<file path="config.mk">
export PLATFORM = sky130hd
export DESIGN_NAME = path_readback_controller
export DESIGN_NICKNAME = d
export VERILOG_FILES = /design/src/rtl/path_readback_controller.sv
export SDC_FILE = /design/constraint.sdc
export NUM_CORES = 1
export LEC_CHECK = 0
export BUFFER_PORTS_ARGS = -buffer_cell sky130_fd_sc_hd__buf_2
export CAP_MARGIN = 20
export CORE_MARGIN = 1.5
export CORE_UTILIZATION = 50
export CTS_CLUSTER_DIAMETER = 120
export DETAILED_ROUTE_END_ITERATION = 10
export MAX_ROUTING_LAYER = met4
export PLACE_DENSITY_LB_ADDON = 0.05
export SYNTH_ARGS = -nofsm -noshare
export SYNTH_HDL_FRONTEND = slang
export SYNTH_SLANG_ARGS = --single-unit
</file>
<file path="constraint.sdc">
create_clock -name clk -period 2.5 [get_ports clk]
set_clock_uncertainty 0.1 [all_clocks]
set_input_delay 0.5 -clock clk [delete_from_list [all_inputs] [get_ports clk]]
set_output_delay 0.5 -clock clk [all_outputs]
set_load 0.02 [all_outputs]
</file>
<file path="src/rtl/path_readback_controller.sv">
// Reads the path-planner mailbox after a CPU run: polls the done flag, latches the
// node count, then streams each node word to the consumer over a valid/ready handshake.
module path_readback_controller #(
    parameter int          MAX_NODES      = 32,
    parameter int          TIMEOUT_CYCLES = 1000000,
    parameter logic [31:0] BASE_ADR       = 32'h0200_0000
) (
    input  logic        clk,
    input  logic        reset,
    input  logic        start,
    output logic [31:0] Ext_ReadAdr,
    input  logic [31:0] Ext_ReadData,
    output logic [4:0]  node,
    output logic        node_valid,
    input  logic        node_ready,
    output logic        node_last,
    output logic [5:0]  path_len,
    output logic        busy,
    output logic        path_done,
    output logic        error
);

    localparam int          TW       = $clog2(TIMEOUT_CYCLES + 1);
    localparam logic [TW-1:0] T_LAST = TW'(TIMEOUT_CYCLES - 1);
    localparam logic [31:0] MAX_W    = 32'(MAX_NODES);
    localparam logic [31:0] DONE_ADR = BASE_ADR + 32'h0000_000C;
    localparam logic [31:0] CNT_ADR  = BASE_ADR + 32'h0000_0008;
    localparam logic [31:0] NODE_ADR = BASE_ADR + 32'h0000_0010;

    typedef enum logic [2:0] {
        S_IDLE  = 3'd0,
        S_POLL  = 3'd1,
        S_LEN   = 3'd2,
        S_FETCH = 3'd3,
        S_EMIT  = 3'd4,
        S_DONE  = 3'd5,
        S_ERR   = 3'd6
    } state_t;

    state_t         state_q, state_d;
    logic [31:0]    adr_q, adr_d;
    logic [4:0]     node_q, node_d;
    logic           valid_q, valid_d;
    logic           last_q, last_d;
    logic [5:0]     len_q, len_d;
    logic           busy_q, busy_d;
    logic           done_q, done_d;
    logic           err_q, err_d;
    logic [4:0]     idx_q, idx_d;
    logic [TW-1:0]  tcnt_q, tcnt_d;
    logic [5:0]     idx_inc_s;
    logic           xfer_s;

    assign idx_inc_s = {1'b0, idx_q} + 6'd1;
    assign xfer_s    = valid_q && node_ready;

    // Next-state and registered-output computation for the readback sequence.
    always_comb begin
        state_d = state_q;
        adr_d   = adr_q;
        node_d  = node_q;
        valid_d = valid_q;
        last_d  = last_q;
        len_d   = len_q;
        busy_d  = busy_q;
        done_d  = done_q;
        err_d   = err_q;
        idx_d   = idx_q;
        tcnt_d  = tcnt_q;

        case (state_q)
            S_IDLE, S_DONE, S_ERR: begin
                if (start) begin
                    done_d  = 1'b0;
                    err_d   = 1'b0;
                    busy_d  = 1'b1;
                    tcnt_d  = '0;
                    adr_d   = DONE_ADR;
                    state_d = S_POLL;
                end else begin
                    adr_d   = 32'd0;
                end
            end

            S_POLL: begin
                if (Ext_ReadData[0]) begin
                    adr_d   = CNT_ADR;
                    tcnt_d  = '0;
                    state_d = S_LEN;
                end else if (tcnt_q == T_LAST) begin
                    err_d   = 1'b1;
                    busy_d  = 1'b0;
                    tcnt_d  = '0;
                    adr_d   = 32'd0;
                    state_d = S_ERR;
                end else begin
                    tcnt_d  = tcnt_q + {{(TW-1){1'b0}}, 1'b1};
                end
            end

            S_LEN: begin
                if (Ext_ReadData > MAX_W) begin
                    err_d   = 1'b1;
                    busy_d  = 1'b0;
                    len_d   = 6'd0;
                    adr_d   = 32'd0;
                    state_d = S_ERR;
                end else if (Ext_ReadData == 32'd0) begin
                    len_d   = 6'd0;
                    done_d  = 1'b1;
                    busy_d  = 1'b0;
                    adr_d   = 32'd0;
                    state_d = S_DONE;
                end else begin
                    len_d   = Ext_ReadData[5:0];
                    idx_d   = 5'd0;
                    adr_d   = NODE_ADR;
                    state_d = S_FETCH;
                end
            end

            S_FETCH: begin
                node_d  = Ext_ReadData[4:0];
                valid_d = 1'b1;
                last_d  = ({1'b0, idx_q} == (len_q - 6'd1));
                state_d = S_EMIT;
            end

            // Outputs stay frozen until the consumer takes the node.
            S_EMIT: begin
                if (xfer_s) begin
                    valid_d = 1'b0;
                    last_d  = 1'b0;
                    if (last_q) begin
                        done_d  = 1'b1;
                        busy_d  = 1'b0;
                        adr_d   = 32'd0;
                        state_d = S_DONE;
                    end else begin
                        idx_d   = idx_inc_s[4:0];
                        adr_d   = NODE_ADR + {24'd0, idx_inc_s, 2'b00};
                        state_d = S_FETCH;
                    end
                end else begin
                    state_d = S_EMIT;
                end
            end

            default: begin
                state_d = S_IDLE;
                adr_d   = 32'd0;
                valid_d = 1'b0;
                last_d  = 1'b0;
                busy_d  = 1'b0;
            end
        endcase
    end

    // State and output registers with synchronous reset.
    always_ff @(posedge clk) begin
        if (reset) begin
            state_q <= S_IDLE;
            adr_q   <= 32'd0;
            node_q  <= 5'd0;
            valid_q <= 1'b0;
            last_q  <= 1'b0;
            len_q   <= 6'd0;
            busy_q  <= 1'b0;
            done_q  <= 1'b0;
            err_q   <= 1'b0;
            idx_q   <= 5'd0;
            tcnt_q  <= '0;
        end else begin
            state_q <= state_d;
            adr_q   <= adr_d;
            node_q  <= node_d;
            valid_q <= valid_d;
            last_q  <= last_d;
            len_q   <= len_d;
            busy_q  <= busy_d;
            done_q  <= done_d;
            err_q   <= err_d;
            idx_q   <= idx_d;
            tcnt_q  <= tcnt_d;
        end
    end

    assign Ext_ReadAdr = adr_q;
    assign node        = node_q;
    assign node_valid  = valid_q;
    assign node_last   = last_q;
    assign path_len    = len_q;
    assign busy        = busy_q;
    assign path_done   = done_q;
    assign error       = err_q;

endmodule

</file>
# Word-level counts from Yosys, hierarchy flattened
# Index checks and enable logic that the tools add are counted.
# W data, S select, Z words.
word_totals:
  regBits: 76
  in_bits: 36
  word_cells: 103
  output_inout_bits: 48
classes:
  n_bitwise: 2
  n_lt_le_gt_ge: 1
  eq_ne: 20
  n_mux: 48
  addsub: 4
  reduce_logical: 17
ops:
  columns: ["operator", "n"]
  rows:
  - ["$pmux W32 S5", 1]
  - ["$mux W32", 3]
  - ["$mux W26", 3]
  - ["$mux W20", 3]
  - ["$pmux W20 S2", 1]
  - ["$gt A32 B6 Y1 const B", 1]
  - ["$logic_not A32 Y1", 1]
  - ["$add A26 B8 Y27 const A", 1]
  - ["$mux W27", 1]
  - ["$mux W3", 7]
  - ["$add A20 B1 Y20 const B", 1]
  - ["$eq A20 B20 Y1 const B", 1]
  - ["$mux W5", 4]
  - ["$ne A2 B2 Y1 const B", 10]
  - ["$mux W1", 16]
  - ["$pmux W3 S5", 1]
  - ["$mux W6", 2]
  - ["$pmux W1 S3", 4]
  - ["$pmux W5 S2", 1]
  - ["$reduce_and A5 Y1", 2]
  - ["$eq A3 B3 Y1 const B", 3]
  - ["$reduce_and A7 Y1", 1]
  - ["$add A5 B1 Y6 const B", 1]
  - ["$eq A3 B2 Y1 const B", 2]
  - ["15 further kinds", 21]

# Depth between registers and ports, before layout
# Gate-level depths: netlist (run 1).
depth:
  ltp_word: 5
  depth_mapped: 8
  depth_no_buf: 8

# Worst setup path before layout (run 1)
# OpenSTA, ideal clock, no wires.
synth_timing:
  path_type: "input port to flip-flop"
  startpoint: "in Ext_ReadData[25]"
  endpoint: "reg idx_q[2]"
  required_time_ns: 2.272
  stages: 6
  setup_time_ns: 0.128
  path_slack_ns: 0.352
  n_path_buf: 1
  t_arrival_ns: 1.920
  path_cell_list: "nor4_1 -> nand4_1 -> or4b_1 -> buf_2 -> a32oi_1 -> nor2_1"
synth_via:
  elab_chain_len: 3
  elab_cells_between_ends: 5
  classes_between: "1 x order compare; 2 x eq/ne; 2 x reduce/logical"
synth_rtl:
  columns: ["element", "line_no", "source"]
  rows:
  - ["start: declaration", "12", "input logic [31:0] Ext_ReadData,"]
  - ["$gt A32 B6 Y1 or $logic_not A32 Y1 (tied branches)", "102, 108", null]
  - ["$ne A2 B2 Y1 (no line)", null, null]
  - ["$reduce_and A5 Y1 (no line) *", null, null]
  - ["end signal: assignment", "183", "idx_q <= idx_d;"]
  - ["end: declaration", "49", "logic [4:0] idx_q, idx_d;"]
# Every way passes the cells marked *; elsewhere a longest branch is shown, timed or not.
# A chain may end at the register's enable or synchronous reset.

# Final worst setup path (run 1)
layout_timing:
  startpoint: "reg tcnt_q[3]"
  endpoint: "reg tcnt_q[19]"
layout_via:
  elab_chain_len: 4
  elab_cells_between_ends: 5
  classes_between: "1 x add/sub; 1 x eq/ne; 3 x mux"
layout_rtl:
  columns: ["element", "line_no", "source"]
  rows:
  - ["start: declaration", "50", "logic [TW-1:0] tcnt_q, tcnt_d;"]
  - ["start signal: assignment", "184", "tcnt_q <= tcnt_d;"]
  - ["$add A20 B1 Y20 or $eq A20 B20 Y1 (tied branches)", "97, 90", null]
  - ["$mux W20 *", "90", "end else if (tcnt_q == T_LAST) begin"]
  - ["$mux W20 *", "86", "if (Ext_ReadData[0]) begin"]
  - ["$pmux W20 S2 *", "71", "case (state_q)"]
# Marks and branches as above.

==> metrics.txt, run 1 <==
# TYPE chip_impl_metric gauge
chip_impl_metric{name="net_count_of_the_finished_layout",unit=""} 489
chip_impl_metric{name="synth-edff-count",unit=""} 0
chip_impl_metric{name="start_util",unit=""} 0.520
chip_impl_metric{name="hold_violations",unit=""} 0
chip_impl_metric{name="ys_warn_count",unit=""} 0
chip_impl_metric{name="syn_area_per_cell",unit="sq um"} 8.00
chip_impl_metric{name="layout-drive-gt1-share",unit=""} 0.209
chip_impl_metric{name="source_to_sink_clock_delay_at_the_later_pin_of_the_worst_skew_pair",unit="ns"} 0.31
chip_impl_metric{name="critical_path_peak_fanout",unit=""} 8
chip_impl_metric{name="nFillCells",unit=""} 575
chip_impl_metric{name="grt_overflow_total",unit=""} 0
chip_impl_metric{name="placementRows",unit=""} 28
chip_impl_info{name="clk_tree_root_cell",value="clkbuf_8"} 1
chip_impl_metric{name="clock_power_share",unit=""} 0.225
chip_impl_metric{name="critical-path-max-stage-delay",unit="ns"} 0.66
chip_impl_metric{name="hpwlAfterDp",unit="mm"} 5.56
chip_impl_metric{name="synthesis.area",unit="sq um"} 3100
chip_impl_metric{name="power_density",unit="nW/um^2"} 736
chip_impl_info{name="holdCritPathClass",value="in -> reg"} 1
chip_impl_metric{name="htreeDepth",unit=""} 2
chip_impl_info{name="worstPathCellList",value="nand3_1 > or4_1 > nor4b_1 > xnor2_1 > nor2_1"} 1
chip_impl_metric{name="groute.usage.overall",unit=""} 0.227
chip_impl_metric{name="final.setup.tns",unit="ns"} 0
chip_impl_metric{name="cts_setup_buffers",unit=""} 0
chip_impl_info{name="worstSetupPathType",value="reg -> reg"} 1
chip_impl_metric{name="area.sequential",unit="sq um"} 1040
chip_impl_metric{name="cts_buffers",unit=""} 5
chip_impl_metric{name="drt_drc_violations_left",unit=""} 0
chip_impl_metric{name="die_height",unit="microns"} 81.7
chip_impl_metric{name="antenna_found_initial",unit=""} 0
chip_impl_metric{name="ys_seq_area_frac",unit=""} 0.336
chip_impl_metric{name="vdd_drop_max",unit="V"} 0.000361
chip_impl_metric{name="p_sw",unit="W"} 0.000997
chip_impl_metric{name="dr.pass1.iters",unit=""} 4
chip_impl_metric{name="holdPathStages",unit=""} 3
chip_impl_metric{name="design.die.area",unit="sq um"} 6670
chip_impl_metric{name="vias",unit=""} 2927
chip_impl_metric{name="synthToLayoutAreaGrowth",unit="%"} 14.2
chip_impl_info{name="rsz0062_at_grt",value="false"} 1
chip_impl_metric{name="asyncSetResetFlopFracSynth",unit=""} 0
chip_impl_info{name="start_kind",value="flip-flop"} 1
chip_impl_metric{name="grt_pass1_wl",unit="mm"} 11.6
chip_impl_info{name="min-delay-start",value="Ext_ReadData[5]"} 1
chip_impl_info{name="critical_path.endpoint_type",value="flip-flop"} 1
chip_impl_metric{name="p_seq_frac",unit=""} 0.376
chip_impl_metric{name="timing.fmax",unit="MHz"} 470
chip_impl_metric{name="post_synth_inst_count",unit=""} 387
chip_impl_metric{name="cp.arrival",unit="ns"} 2.23
chip_impl_metric{name="ys_types",unit=""} 55
chip_impl_metric{name="post_cts_hold_buffer_count",unit=""} 0
chip_impl_metric{name="antenna_cells",unit=""} 0
chip_impl_metric{name="routed_length_per_placed_instance",unit="microns"} 13.8
chip_impl_metric{name="drv_cap",unit=""} 0
chip_impl_metric{name="power_report.internal_total",unit="W"} 0.00161
chip_impl_metric{name="final_estimated_routing_congestion_in_global_placement",unit=""} 0.860
chip_impl_info{name="slowest_stage",value="or4_1"} 1
chip_impl_metric{name="cts_sinks",unit=""} 52
chip_impl_info{name="rr_endpoint",value="tcnt_q[19]"} 1
chip_impl_metric{name="comb_power_share",unit=""} 0.399
chip_impl_metric{name="floorplan.die.width",unit="microns"} 81.7
chip_impl_metric{name="postRouteWirelength",unit="mm"} 7.26
chip_impl_metric{name="ctsLongestPathBuffers",unit=""} 2
chip_impl_metric{name="dpl-instance-area",unit="sq um"} 3420
chip_impl_metric{name="timing_max_transition_violations_final",unit=""} 0
chip_impl_metric{name="drt.antenna.violating_nets",unit=""} 0
chip_impl_metric{name="core",unit="sq um"} 5960
chip_impl_info{name="cts_tree",value="yes"} 1
chip_impl_metric{name="floorplan.io_pins",unit=""} 84
chip_impl_metric{name="power.static_leakage",unit="nW"} 1.37
chip_impl_metric{name="worst-r2r-setup-slack",unit="ns"} 0.37
chip_impl_metric{name="grt_max_degree",unit=""} 21
chip_impl_metric{name="finalCriticalPeriod",unit="ns"} 2.13
chip_impl_metric{name="io_buffers",unit=""} 59
chip_impl_metric{name="worst-r2r-cell-count",unit=""} 5
chip_impl_metric{name="instances_no_fill",unit=""} 525
chip_impl_metric{name="first_global_vias",unit=""} 2456
chip_impl_metric{name="cts_resized",unit=""} 0
chip_impl_metric{name="avgViaCountPerCell",unit=""} 5.58
chip_impl_metric{name="post-place-cells",unit=""} 517
chip_impl_metric{name="postLayoutCoreUtil",unit=""} 0.594
chip_impl_metric{name="stdcell_area",unit="sq um"} 3540
chip_impl_info{name="worst_r2r_startpoint",value="tcnt_q[3]"} 1
chip_impl_metric{name="number_of_synthesized_register_bits",unit=""} 52
chip_impl_metric{name="drt_iter0_markers",unit=""} 113
chip_impl_metric{name="cts.clk_slew.worst_paths",unit="ns"} 0.10
chip_impl_metric{name="setup_violations",unit=""} 0
chip_impl_info{name="dominant_synthesized_flop_cell",value="dfxtp_1"} 1
chip_impl_metric{name="multiInputGateArea",unit="sq um"} 1840
chip_impl_metric{name="worst-endpoint-required",unit="ns"} 2.61
chip_impl_info{name="hold_path_end",value="path_len[5]"} 1
chip_impl_metric{name="sw_ratio",unit=""} 0.383
chip_impl_metric{name="timing.final.crit_share",unit=""} 0.851
chip_impl_info{name="run_status",value="completed"} 1
-- cells by family after synthesis --
group	count (synthesis)	synth area share
compound gates	87	0.190
xor+xnor	25	0.0707
fa+ha+maj	4	0.0162
buf+inv	52	0.0982
flops	52	0.336
mux	4	0.0129
other cells	1	0.00121
simple gates	162	0.275
-- state kept, by name (all words and copies together), names as in the netlist, 3 cells and up --
name	cells
Ext_ReadAdr	8
state_q	3
node	5
tcnt_q	20
idx_q	5
path_len	6
-- cells in the mapped netlist (all sizes together), types with 9 or more instances --
master | number | area share
a21oi | 30 | 0.051
nand4 | 10 | 0.020
nor2 | 40 | 0.049
clkbuf | 10 | 0.012
nor3 | 11 | 0.018
xnor2 | 19 | 0.054
nor4 | 15 | 0.036
buf | 34 | 0.076
nand2b | 9 | 0.018
nand2 | 35 | 0.042
dfxtp | 52 | 0.34
nand3 | 18 | 0.029
o21ai | 15 | 0.024
-- layout by cell type, fill, tap and decap left out, types with 3 or more instances in the layout --
cell type / instances
nor3_1: 11
inv_1: 8
conb_1: 24
o311ai_0: 3
nand3_1: 18
nand2b_1: 9
xor2_1: 6
nor4_2: 3
o21ai_0: 15
ha_1: 4
clkbuf_8: 5
nand2_1: 35
a311oi_1: 4
buf_4: 17
o211ai_1: 3
a21oi_1: 28
nor4_1: 12
nor2b_1: 4
a211oi_1: 3
buf_2: 59
or3_1: 4
a22oi_1: 6
nor4b_1: 4
dfxtp_1: 52
mux2i_1: 4
xnor2_1: 19
a21o_1: 3
nor2_1: 40
nand4_1: 10
a22o_1: 5
-- routing by layer --
layer  routed length [microns]  GRT usage  share of wire
met1                      3620      0.329           0.50
met2                      3130      0.332           0.43
met3                       417     0.0278          0.057
met4                        99     0.0627          0.014
met5                         0          -              0
-- per-stage QoR --
step,hold WS [ns],setup slack (ns),power (W)
global placement,0.351,0.187,0.00202
CTS,0.356,0.371,0.00261
detailed placement,0.359,0.148,0.00202
global route,0.387,0.122,0.00276
finish,0.362,0.372,0.00260
floorplan,0.362,0.352,0.00178
-- worst max path at each step --
| stage | slack, ns | start | end |
|---|---|---|---|
| final | 0.37 | tcnt_q[3] | tcnt_q[19] |
| after global routing | 0.12 | tcnt_q[0] | tcnt_q[18] |
| after CTS | 0.37 | tcnt_q[0] | tcnt_q[12] |
| after detailed placement | 0.15 | Ext_ReadData[25] | idx_q[2] |
| after global placement | 0.19 | Ext_ReadData[0] | idx_q[2] |
| after floorplan | 0.35 | Ext_ReadData[25] | idx_q[2] |
-- area by class of cell --
type,count,share of cell area
flip-flops and latches,52,0.294
repair buffers,76,0.120
clock buffers,5,0.0195
inverters,8,0.00849
well taps,75,0.0265
clock inverters,3,0.0120
multi-input cells,306,0.519
-- power groups by stage --
stage / Clock (W) / Sequential (W) / Combinational [W]
finish: 0.000586 / 0.000979 / 0.00104
global route: 0.000624 / 0.000990 / 0.00115
CTS: 0.000602 / 0.000976 / 0.00103
detailed placement: 0 / 0.000995 / 0.00103
global placement: 0 / 0.000998 / 0.00102
floorplan: 0 / 0.00104 / 0.000734
-- critical path, delay by kind of cell, from the launching register on --
family                    cells  cell delay [ns]
and+or+nand+nor               4             1.37
DFF                           1             0.39
xor gates and xnor gates      1             0.17
No activity file was read; power rests on OpenSTA's default activity.
==> run 2, diff against run 1 <==
--- a/config.mk
+++ b/config.mk
@@ -15,2 +15,3 @@
 export PLACE_DENSITY_LB_ADDON = 0.05
+export RECOVER_POWER = 25
 export SYNTH_ARGS = -nofsm -noshare
==> constraint.sdc (replaced) <==
create_clock -name clk -period 2.5 [get_ports clk]
set_clock_uncertainty 0.1 [all_clocks]
set_input_delay 0.25 -clock clk [delete_from_list [all_inputs] [get_ports clk]]
set_output_delay 0.25 -clock clk [all_outputs]
set_load 0.02 [all_outputs]
==> run 2 against run 1 <==
- clock power down 14%
- design area down 2.1%
- count of clock-buffer cells in the layout grew 1
- cell count shrank 0.76%
- core utilization decreased by 1.2 points
- register-to-register slack barely moved
- maximum frequency about the same
- via count up 0.96%
- critical endpoint is now idx_q[2]
==> metrics.txt, run 2 (synthesis results as in run 1) <==
# TYPE chip_impl_metric gauge
chip_impl_info{name="run_status",value="completed"} 1
chip_impl_metric{name="ctsLongestPathBuffers",unit=""} 2
chip_impl_metric{name="source_to_sink_clock_delay_at_the_later_pin_of_the_worst_skew_pair",unit="ns"} 0.31
chip_impl_metric{name="grt_max_degree",unit=""} 37
chip_impl_metric{name="dr.pass1.iters",unit=""} 4
chip_impl_metric{name="power_report.internal_total",unit="W"} 0.00151
chip_impl_metric{name="critical_path.n_buffers_inverters",unit=""} 0
chip_impl_metric{name="timing_max_transition_violations_final",unit=""} 0
chip_impl_metric{name="cp.arrival",unit="ns"} 2.21
chip_impl_metric{name="die_height",unit="microns"} 81.7
chip_impl_metric{name="finalCriticalPeriod",unit="ns"} 2.13
chip_impl_metric{name="vdd_drop_max",unit="V"} 0.000381
chip_impl_metric{name="drt_iter0_markers",unit=""} 138
chip_impl_metric{name="final.setup.tns",unit="ns"} 0
chip_impl_metric{name="final_estimated_routing_congestion_in_global_placement",unit=""} 0.854
chip_impl_metric{name="setup_violations",unit=""} 0
chip_impl_metric{name="area.sequential",unit="sq um"} 1040
chip_impl_metric{name="groute.usage.overall",unit=""} 0.237
chip_impl_info{name="worst_r2r_startpoint",value="state_q[1]"} 1
chip_impl_metric{name="floorplan.die.width",unit="microns"} 81.7
chip_impl_metric{name="design.die.area",unit="sq um"} 6670
chip_impl_info{name="largest-register",value="tcnt_q"} 1
chip_impl_metric{name="floorplan.io_pins",unit=""} 84
chip_impl_metric{name="largest_reg_flops",unit=""} 20
chip_impl_metric{name="hpwlAfterDp",unit="mm"} 5.49
chip_impl_metric{name="grt_overflow_total",unit=""} 0
chip_impl_metric{name="nFillCells",unit=""} 582
chip_impl_metric{name="first_global_vias",unit=""} 2556
chip_impl_metric{name="postLayoutCoreUtil",unit=""} 0.582
chip_impl_metric{name="postRouteWirelength",unit="mm"} 7.39
chip_impl_metric{name="hold_violations",unit=""} 0
chip_impl_metric{name="comb_power_share",unit=""} 0.406
chip_impl_metric{name="worst-r2r-cell-count",unit=""} 5
chip_impl_metric{name="avgViaCountPerCell",unit=""} 5.67
chip_impl_metric{name="critical_path_peak_fanout",unit=""} 7
chip_impl_metric{name="slew-limit-headroom",unit=""} 0.540
chip_impl_metric{name="htreeDepth",unit=""} 2
chip_impl_info{name="min-delay-start",value="Ext_ReadData[1]"} 1
chip_impl_info{name="holdCritPathClass",value="in -> reg"} 1
chip_impl_info{name="rsz0062_at_grt",value="false"} 1
chip_impl_metric{name="power_density",unit="nW/um^2"} 725
chip_impl_metric{name="placementRows",unit=""} 28
chip_impl_metric{name="drt_drc_violations_left",unit=""} 0
chip_impl_metric{name="multiInputGateArea",unit="sq um"} 1840
chip_impl_metric{name="holdPathStages",unit=""} 3
chip_impl_metric{name="clock_power_share",unit=""} 0.200
chip_impl_metric{name="power.static_leakage",unit="nW"} 1.27
chip_impl_metric{name="cts_setup_buffers",unit=""} 0
chip_impl_info{name="worstSetupPathType",value="reg -> reg"} 1
chip_impl_metric{name="p_seq_frac",unit=""} 0.394
chip_impl_metric{name="p_sw",unit="W"} 0.000999
chip_impl_info{name="rr_endpoint",value="idx_q[2]"} 1
chip_impl_metric{name="antenna_found_initial",unit=""} 0
chip_impl_info{name="start_kind",value="flip-flop"} 1
chip_impl_metric{name="vias",unit=""} 2955
chip_impl_info{name="setup.worst_path.start",value="state_q[1]"} 1
chip_impl_metric{name="cts_resized",unit=""} 0
chip_impl_info{name="critPathTopFamily",value="simple AND/OR/NAND/NOR gates"} 1
chip_impl_info{name="layout.cells.most_common",value="dfxtp_1"} 1
chip_impl_metric{name="layout-drive-gt1-share",unit=""} 0.159
chip_impl_info{name="commonest_non_fill_non_tap_cells_in_the_layout",value="dfxtp_1 (52), nor2_1 (40), buf_2 (40)"} 1
chip_impl_metric{name="cts_buffers",unit=""} 5
chip_impl_metric{name="grt_pass1_wl",unit="mm"} 11.9
chip_impl_metric{name="antenna_cells",unit=""} 0
chip_impl_info{name="worstPathCellList",value="or3b_1 > a21oi_2 > or4b_1 > a32oi_1 > nor2_1"} 1
chip_impl_info{name="slowest_stage",value="or4b_1"} 1
chip_impl_metric{name="net_count_of_the_finished_layout",unit=""} 485
chip_impl_metric{name="worstMarginPinSlew",unit="ns"} 0.690
chip_impl_metric{name="routed_length_per_placed_instance",unit="microns"} 14.2
chip_impl_info{name="critical_path.endpoint_type",value="flip-flop"} 1
chip_impl_info{name="cts_tree",value="yes"} 1
chip_impl_info{name="clk_tree_root_cell",value="clkbuf_8"} 1
chip_impl_metric{name="timing.final.crit_share",unit=""} 0.850
chip_impl_metric{name="sw_ratio",unit=""} 0.398
chip_impl_metric{name="start_util",unit=""} 0.520
chip_impl_metric{name="worst-r2r-setup-slack",unit="ns"} 0.37
chip_impl_metric{name="worst-endpoint-required",unit="ns"} 2.58
chip_impl_metric{name="io_buffers",unit=""} 59
chip_impl_metric{name="post_cts_hold_buffer_count",unit=""} 0
chip_impl_metric{name="critical-path-max-stage-delay",unit="ns"} 0.61
chip_impl_metric{name="core",unit="sq um"} 5960
chip_impl_metric{name="drv_cap",unit=""} 0
chip_impl_metric{name="cts_sinks",unit=""} 52
chip_impl_metric{name="drt.antenna.violating_nets",unit=""} 0
chip_impl_metric{name="timing.fmax",unit="MHz"} 470
chip_impl_info{name="hold_path_end",value="path_len[1]"} 1
chip_impl_metric{name="cts.clk_slew.worst_paths",unit="ns"} 0.10
chip_impl_metric{name="synthToLayoutAreaGrowth",unit="%"} 11.9
[run 2: cell count changes in the layout (fill, tap and decap cells not counted), sizes merged]
cell,previous run,this run
clkinv,1,2
clkinvlp,1,0
buf,76,53
bufinv,1,0
clkbuf,5,25
[run 2: area by class of cell]
type,instances,area share
multi-input cells,306,0.530
flip-flops and latches,52,0.301
repair buffers,72,0.107
well taps,75,0.0271
clock buffers,6,0.0238
inverters,8,0.00867
clock inverters,2,0.00289
[run 2: worst max-delay path by stage]
| stage | endpoint | slack, ns | cells past startpoint |
|---|---|---|---|
| floorplan | idx_q[2] | 0.47 | 8 |
| global placement | idx_q[2] | 0.34 | 6 |
| detailed placement | idx_q[2] | 0.31 | 6 |
| CTS | tcnt_q[13] | 0.37 | 7 |
| global route | state_q[0] | 0.18 | 7 |
| finish | idx_q[2] | 0.37 | 5 |
[run 2: power by group through the flow]
stage | Sequential, W | Combinational [W] | Clock, W
2_1_floorplan | 0.00104 | 0.000734 | 0
3_3_place_gp | 0.00101 | 0.00101 | 0
3_5_place_dp | 0.00100 | 0.00102 | 0
4_1_cts | 0.000986 | 0.00103 | 0.000514
5_1_grt | 0.00100 | 0.00113 | 0.000549
6_report | 0.000989 | 0.00102 | 0.000502
[run 2: per-stage QoR]
step | hold WS (ns) | power [W] | instances | setup slack (ns) | cell area, sq um
floorplan | 0.294 | 0.00178 | 410 | 0.465 | 3180
global placement | 0.351 | 0.00201 | 513 | 0.345 | 3390
detailed placement | 0.358 | 0.00202 | 513 | 0.309 | 3390
CTS | 0.115 | 0.00252 | 521 | 0.366 | 3490
global route | 0.123 | 0.00268 | 521 | 0.176 | 3460
finish | 0.113 | 0.00251 | 521 | 0.374 | 3460
[run 2: tightest hold or removal path: stages]
cell and delay [ns]:
buf_2 0.11, a22oi_1 0.06, nor2_1 0.07
[run 2: layer usage]
metal	vias up	wire length, microns	share of wire	GRT usage
li1	1475	-	-	-
met1	1376	3750	0.51	0.337
met2	96	3160	0.43	0.340
met3	8	393	0.053	0.0467
met4	0	86	0.012	0.0695
met5	-	0	0	-
